===== config.mk =====
export PLATFORM = sky130hd
export DESIGN_NAME = phy_tx_pack_flat
export DESIGN_NICKNAME = d
export VERILOG_FILES = /design/src/rtl/phy_tx_pack_if.sv /design/src/rtl/phy_tx_pack.sv /design/src/flat_wrapper.sv
export SDC_FILE = /design/constraint.sdc
export NUM_CORES = 1
export LEC_CHECK = 0
export CORE_ASPECT_RATIO = 1.1
export CORE_UTILIZATION = 45
export CTS_CLUSTER_SIZE = 8
export DETAILED_ROUTE_END_ITERATION = 8
export GPL_ROUTABILITY_DRIVEN = 1
export GPL_TIMING_DRIVEN = 0
export PLACE_DENSITY = 0.65
export SYNTH_ARGS = -nofsm -noshare
export SYNTH_HDL_FRONTEND = slang
export SYNTH_SLANG_ARGS = --single-unit

===== constraint.sdc =====
create_clock -name data_clk -period 8.26 [get_ports data_clk]
set_input_delay 0.826 -clock data_clk [delete_from_list [all_inputs] [get_ports data_clk]]
set_output_delay 0.826 -clock data_clk [all_outputs]
set_load 0.01 [all_outputs]

===== src/rtl/phy_tx_pack_if.sv =====
// phy_tx_pack_if: valid/ready sample-set stream feeding the TX packer.
interface phy_tx_pack_if #(
  parameter int SAMPLE_W = 12,
  parameter int MAX_CH   = 2
);
  logic                       s_valid;
  logic                       s_ready;
  logic [MAX_CH*SAMPLE_W-1:0] s_data_i;
  logic [MAX_CH*SAMPLE_W-1:0] s_data_q;
  modport master (output s_valid, s_data_i, s_data_q, input s_ready);
  modport slave  (input s_valid, s_data_i, s_data_q, output s_ready);
endinterface


===== src/rtl/phy_tx_pack.sv =====
// phy_tx_pack: buffered I/Q to LVDS DDR lane packer with frame, underrun fill and graceful stop.
// Optional ramp test pattern (input i_pattern_en) is built when PHY_TX_PATTERN_EN is defined.
module phy_tx_pack #(
  parameter int SAMPLE_W   = 12,
  parameter int LANE_W     = 6,
  parameter int MAX_CH     = 2,
  parameter int FIFO_DEPTH = 4
) (
  input  logic                     data_clk,
  input  logic                     rst,
  input  logic                     i_enable,
  input  logic [$clog2(MAX_CH):0]  i_ch_num,
`ifdef PHY_TX_PATTERN_EN
  input  logic                     i_pattern_en,
`endif
  phy_tx_pack_if.slave             s,
  output logic                     o_tx_frame,
  output logic [LANE_W-1:0]        o_tx_data_pos,
  output logic [LANE_W-1:0]        o_tx_data_neg,
  output logic                     o_busy,
  output logic                     o_underrun,
  output logic [15:0]              o_underrun_cnt
);
  localparam int BEATS = SAMPLE_W / LANE_W;
  localparam int DW    = MAX_CH * SAMPLE_W;
  localparam int AW    = $clog2(FIFO_DEPTH);
  localparam int CW    = $clog2(MAX_CH) + 1;
  localparam int SW    = $clog2(BEATS) + 1;
  localparam int BW    = $clog2(BEATS * MAX_CH) + 1;
  localparam logic [1:0] S_IDLE = 2'd0;
  localparam logic [1:0] S_RUN  = 2'd1;
  localparam logic [1:0] S_FILL = 2'd2;
  logic [DW-1:0] r_mem_i [FIFO_DEPTH];
  logic [DW-1:0] r_mem_q [FIFO_DEPTH];
  logic [AW:0]   r_wp, r_rp;
  logic [1:0]    r_state;
  logic [CW-1:0] r_nch, r_ch;
  logic [SW-1:0] r_sl;
  logic [BW-1:0] r_beat;
  logic [DW-1:0] r_si, r_sq;
  logic          w_empty, w_full, w_pat, w_last, w_start, w_pop, w_push, w_act, w_frame, w_fill0;
  logic [CW-1:0] w_nch;
  logic [DW-1:0] w_nxt_i, w_nxt_q;
  logic [31:0]   w_sh;
  assign w_empty = r_wp == r_rp;
  assign w_full  = (r_wp ^ r_rp) == {1'b1, {AW{1'b0}}};
  assign w_nch   = (i_ch_num == '0 || i_ch_num > CW'(MAX_CH)) ? CW'(1) : i_ch_num;
  assign w_last  = (r_ch == r_nch - CW'(1)) && (r_sl == SW'(BEATS - 1));
  assign w_start = i_enable && ((r_state == S_IDLE) ? (w_pat || !w_empty) : w_last);
  assign w_pop   = w_start && !w_pat && !w_empty;
  // A pop in the same cycle frees a slot, so a full FIFO can still accept.
  assign s.s_ready = !w_pat && (!w_full || w_pop);
  assign w_push  = s.s_valid && s.s_ready;
  assign w_act   = r_state != S_IDLE;
  assign o_busy  = w_act;
  assign w_sh    = 32'(r_ch) * SAMPLE_W + (BEATS - 1 - 32'(r_sl)) * LANE_W;
  assign w_frame = ((32'(r_beat) + 32'd1) << 1) <= BEATS * 32'(r_nch);
  assign w_fill0 = r_state == S_FILL && r_beat == '0;
`ifdef PHY_TX_PATTERN_EN
  logic [SAMPLE_W-1:0] r_ramp;
  logic [DW-1:0]       w_ri, w_rq;
  assign w_pat = i_pattern_en;
  always_comb begin
    w_ri = '0;
    w_rq = '0;
    for (int k = 0; k < MAX_CH; k++) begin
      w_ri[k*SAMPLE_W +: SAMPLE_W] = r_ramp + SAMPLE_W'(k);
      w_rq[k*SAMPLE_W +: SAMPLE_W] = ~(r_ramp + SAMPLE_W'(k));
    end
  end
  assign w_nxt_i = w_pat ? w_ri : w_pop ? r_mem_i[r_rp[AW-1:0]] : '0;
  assign w_nxt_q = w_pat ? w_rq : w_pop ? r_mem_q[r_rp[AW-1:0]] : '0;
  always_ff @(posedge data_clk or posedge rst)
    if (rst) r_ramp <= '0;
    else if (w_start && w_pat) r_ramp <= r_ramp + SAMPLE_W'(1);
`else
  assign w_pat   = 1'b0;
  assign w_nxt_i = w_pop ? r_mem_i[r_rp[AW-1:0]] : '0;
  assign w_nxt_q = w_pop ? r_mem_q[r_rp[AW-1:0]] : '0;
`endif
  always_ff @(posedge data_clk)
    if (w_push) begin
      r_mem_i[r_wp[AW-1:0]] <= s.s_data_i;
      r_mem_q[r_wp[AW-1:0]] <= s.s_data_q;
    end
  always_ff @(posedge data_clk or posedge rst)
    if (rst) begin
      r_wp <= '0;
      r_rp <= '0;
    end else begin
      r_wp <= r_wp + (AW+1)'(w_push);
      r_rp <= r_rp + (AW+1)'(w_pop);
    end
  // Period sequencer; an empty FIFO at a period start yields a zero-filled period.
  always_ff @(posedge data_clk or posedge rst)
    if (rst) begin
      r_state <= S_IDLE;
      r_nch   <= CW'(1);
      r_ch    <= '0;
      r_sl    <= '0;
      r_beat  <= '0;
      r_si    <= '0;
      r_sq    <= '0;
    end else if (w_start) begin
      r_state <= (w_pat || !w_empty) ? S_RUN : S_FILL;
      r_nch   <= w_nch;
      r_ch    <= '0;
      r_sl    <= '0;
      r_beat  <= '0;
      r_si    <= w_nxt_i;
      r_sq    <= w_nxt_q;
    end else if (w_act && w_last) begin
      r_state <= S_IDLE;
    end else if (w_act) begin
      r_beat <= r_beat + BW'(1);
      r_sl   <= (r_sl == SW'(BEATS - 1)) ? '0 : r_sl + SW'(1);
      r_ch   <= (r_sl == SW'(BEATS - 1)) ? r_ch + CW'(1) : r_ch;
    end
  always_ff @(posedge data_clk or posedge rst)
    if (rst) begin
      o_tx_frame     <= 1'b0;
      o_tx_data_pos  <= '0;
      o_tx_data_neg  <= '0;
      o_underrun     <= 1'b0;
      o_underrun_cnt <= '0;
    end else begin
      o_tx_frame     <= w_act && w_frame;
      o_tx_data_pos  <= w_act ? LANE_W'(r_si >> w_sh) : '0;
      o_tx_data_neg  <= w_act ? LANE_W'(r_sq >> w_sh) : '0;
      o_underrun     <= w_fill0;
      o_underrun_cnt <= (w_fill0 && o_underrun_cnt != 16'hFFFF) ? o_underrun_cnt + 16'd1 : o_underrun_cnt;
    end
endmodule

===== src/flat_wrapper.sv =====
// flat-port wrapper written by rule: the top's interface ports become plain ports
module phy_tx_pack_flat 
#(
  parameter int SAMPLE_W   = 12,
  parameter int LANE_W     = 6,
  parameter int MAX_CH     = 2,
  parameter int FIFO_DEPTH = 4
)
  (data_clk, rst, i_enable, i_ch_num, o_tx_frame, o_tx_data_pos, o_tx_data_neg, o_busy, o_underrun, o_underrun_cnt, s_s_valid, s_s_data_i, s_s_data_q, s_s_ready);
  phy_tx_pack_if #(.SAMPLE_W(SAMPLE_W), .MAX_CH(MAX_CH)) s_i ();
  input  logic data_clk;
  input  logic rst;
  input  logic i_enable;
  input  logic [$clog2(MAX_CH):0] i_ch_num;
  output logic o_tx_frame;
  output logic [LANE_W-1:0] o_tx_data_pos;
  output logic [LANE_W-1:0] o_tx_data_neg;
  output logic o_busy;
  output logic o_underrun;
  output logic [15:0] o_underrun_cnt;
  input wire logic [$bits(s_i.s_valid)-1:0] s_s_valid;
  input wire logic [$bits(s_i.s_data_i)-1:0] s_s_data_i;
  input wire logic [$bits(s_i.s_data_q)-1:0] s_s_data_q;
  output wire logic [$bits(s_i.s_ready)-1:0] s_s_ready;
  assign s_i.s_valid = s_s_valid;
  assign s_i.s_data_i = s_s_data_i;
  assign s_i.s_data_q = s_s_data_q;
  assign s_s_ready = s_i.s_ready;
  phy_tx_pack #(.SAMPLE_W(SAMPLE_W), .LANE_W(LANE_W), .MAX_CH(MAX_CH), .FIFO_DEPTH(FIFO_DEPTH)) u_core (.data_clk(data_clk), .rst(rst), .i_enable(i_enable), .i_ch_num(i_ch_num), .s(s_i), .o_tx_frame(o_tx_frame), .o_tx_data_pos(o_tx_data_pos), .o_tx_data_neg(o_tx_data_neg), .o_busy(o_busy), .o_underrun(o_underrun), .o_underrun_cnt(o_underrun_cnt));
endmodule

==> run metrics <==
Main synth FF type edfxtp_1; core area 27190 um2; ANT cells 0; Async S/R FF share, synth 33.10%; Routed Antenna Nets 0; achievable frequency around 250 MHz; DP Wirelength 18170 um; Final Util 56.04%; Boundary Pins 86; Cell Count, Final, Fillers Out 1367; vias approximately 7400; Placement Setup Slack 4302 ps; DIE WIDTH 161.1 um; synth warn 0; Iteration-0 DRC Markers 499; global-route wire length before repair about 42000 um; critical path arrival 4360 ps; Die Height between 150 and 200 um; EDFF count, synth 192; Final Skew 18.11 ps; Pre-Repair DR Iteration Count 6; area of the mapped netlist 12530 um2; Syn Area/Cell roughly 15 um2; Synth cell types 66; deepest clock path buffer count 3; WS Path Type flop to flop; max_slew headroom 40.73%; CTS tree yes; vias in the first global route 7615; Residual DRC 0; CP Capture Type flop; wire per inst 19.07 um; worst hold start u_core.o_underrun_cnt[13]; WP data required 8620 ps; clk slew on worst S/H paths 50 ps; final net count 1061; worst hold-check path type flop to flop; Synth Instances 834; Synth area leader edfxtp_1; total number of H-tree levels 2; Area Overhead vs Synth 21.63%; total negative slack 0 ps; Starting Density 46.08%; area share of the leading cell type in the synthesized netlist 46.01%; RR Startpoint u_core.r_sl[0]; R2R Path End u_core.o_tx_data_neg[2]; critical path startpoint category flop; Seq/Total Area, Yosys between 60% and 70%; die area 28520 um2; Routed WL between 20000 and 30000 um; FF-to-FF setup slack 4250 ps; GR Overflow Total 0; number of core rows 63; Slew @ Worst Pin 886.8 ps; Max Cap Viol 0; Fill cells 2210; top cells by area, synth edfxtp_1, dfrtp_1, mux4_2; Power Dens Cells roughly 410 nW/um2; total power 6.236 mW; initial antenna violation count 0; I/O Buffers 85; period utilization 48.52%; Synth Net Count just over 900; Max FO, Critical Path 11; Post-CTS Resized 0; Reg2Reg Depth 13; Final WS setup around 4300 ps; vias per cell 5.412; worst hold slack 484.9 ps; # hold bufs at CTS 0; unrepaired setup endpoints after global routing no; Num CTS Buffers 41; Final Hold Viols 0; Placed Cells 1293; post-route cell area 15240 um2; Global Route Usage Sum about a fifth; Hold Path Depth 1; clk_lat worst skew roughly 520 ps; pin count of the biggest net entering global routing 63; flops & latches, synth roughly 290; Peak supply drop 0.0001883 V; minimum clock period 4008 ps; Pins Over Slew Limit 0; Root Driver clkbuf_16; routability-driven placement congestion ratio 0.9171; Hold EP u_core.o_underrun_cnt[13]; Sink Count 287; status completed; Setup Fix Bufs, Post-CTS 0; Final setup viols 0; Post-DP Area 14080 um2; share of layout cells above drive strength 1 between 15 and 20%; LEAKAGE 5.799 nW
-- how the worst max path moves through the flow --
stage	from	end	cells after the start	slack, ps
floorplan	u_core.r_sl[1]	u_core.r_mem_i[0][0]	6	1270
global placement	u_core.r_sl[1]	u_core.r_mem_i[0][23]	6	-2870
detailed placement	u_core.r_sl[1]	u_core.r_mem_i[0][22]	11	4300
CTS	u_core.r_sl[1]	s_s_ready	7	4220
global route	u_core.r_sl[0]	u_core.o_tx_data_neg[2]	13	3830
finish	u_core.r_sl[0]	u_core.o_tx_data_neg[2]	13	4250
-- cell families after synthesis --
kind of cell / count (synthesis) / share of synthesized area, %
simple gates: 214 / 8.048
fa+ha+maj: 28 / 2.856
buf+inv: 65 / 2.586
xor+xnor: 22 / 1.538
flops: 287 / 64.99
compound gates: 121 / 6.061
mux: 97 / 13.92
-- metal layers --
| layer | GRT usage, % | up-vias | routed length, um |
|---|---|---|---|
| li1 | - | 3469 | - |
| met1 | 25.51 | 3681 | 11250 |
| met2 | 32.35 | 199 | 12960 |
| met3 | 3.116 | 49 | 1149 |
| met4 | 6.447 | 0 | 708 |
| met5 | 0 | - | 0 |
-- state kept, by name (all words and copies together), names as in the netlist, 3 cells and up --
name,flops
u_core.o_tx_data_neg,6
u_core.o_underrun_cnt,16
u_core.o_tx_data_pos,6
u_core.r_mem_i,96
u_core.r_mem_q,96
u_core.r_sq,24
u_core.r_beat,3
u_core.r_si,24
u_core.r_wp,3
u_core.r_rp,3
-- worst max-delay path, stage by stage (launching register included) --
cell and delay, ps:
dfrtp_1 370, buf_4 220, clkinv_1 300, ha_1 400, ha_1 220, fa_1 440, nand3_1 120, a21o_1 150
ha_1 130, nor4bb_1 320, nand3_1 240, or3_1 390, o21ai_0 130, nor4bb_1 430
-- power by group --
group	switching (mW)	internal, mW
Clock	0.572	0.927
Combinational	1.41	1.13
Sequential	0.222	1.97
-- cell type report --
class / instances / area, um2 / area share, %
clock inverters: 2 / 17.52 / 0.1149
repair buffers: 102 / 1064 / 6.978
multi-input cells: 482 / 4100 / 26.90
flip-flops and latches: 287 / 8144 / 53.44
well taps: 357 / 446.7 / 2.931
inverters: 19 / 73.82 / 0.4844
plain buffers: 46 / 252.7 / 1.658
clock buffers: 72 / 1142 / 7.495
-- synth_stat cells (3+ instances only) --
library cell / instances
a21o_1: 6
dfrtp_1: 94
edfxtp_1: 192
buf_2: 19
nor3_1: 7
nand3_1: 17
ha_1: 27
or3_1: 5
nand2b_1: 6
buf_6: 5
a21oi_2: 3
a21oi_1: 19
o21ai_0: 59
nand4_1: 4
buf_4: 5
xnor2_1: 10
xor2_1: 12
a211oi_1: 3
mux2_2: 4
nor2_1: 22
nand2_1: 121
mux2i_1: 31
o211a_1: 3
nor2b_1: 6
o22a_1: 4
inv_1: 18
nor4bb_1: 4
and2_1: 5
mux4_2: 61
clkbuf_1: 16
-- cell usage in the layout (no fill, tap or decap), drive strengths merged, types with 3 or more instances in the layout --
master           n
ha              27
nor2            22
edfxtp         192
dfrtp           94
nand2b           6
a21oi           22
nand2          121
a21o             6
nor4b            3
inv             20
a211oi           4
clkdlybuf4s50   85
o21ai           61
o22a             4
and2             6
nor4bb           4
nand4            4
mux2i           31
xnor2           10
or3              5
buf             47
xor2            12
mux2             5
nor3b            3
nor3             7
clkbuf          88
nor2b            6
o211a            3
nand3           17
mux4            61
(Power assumes the default switching activity.)
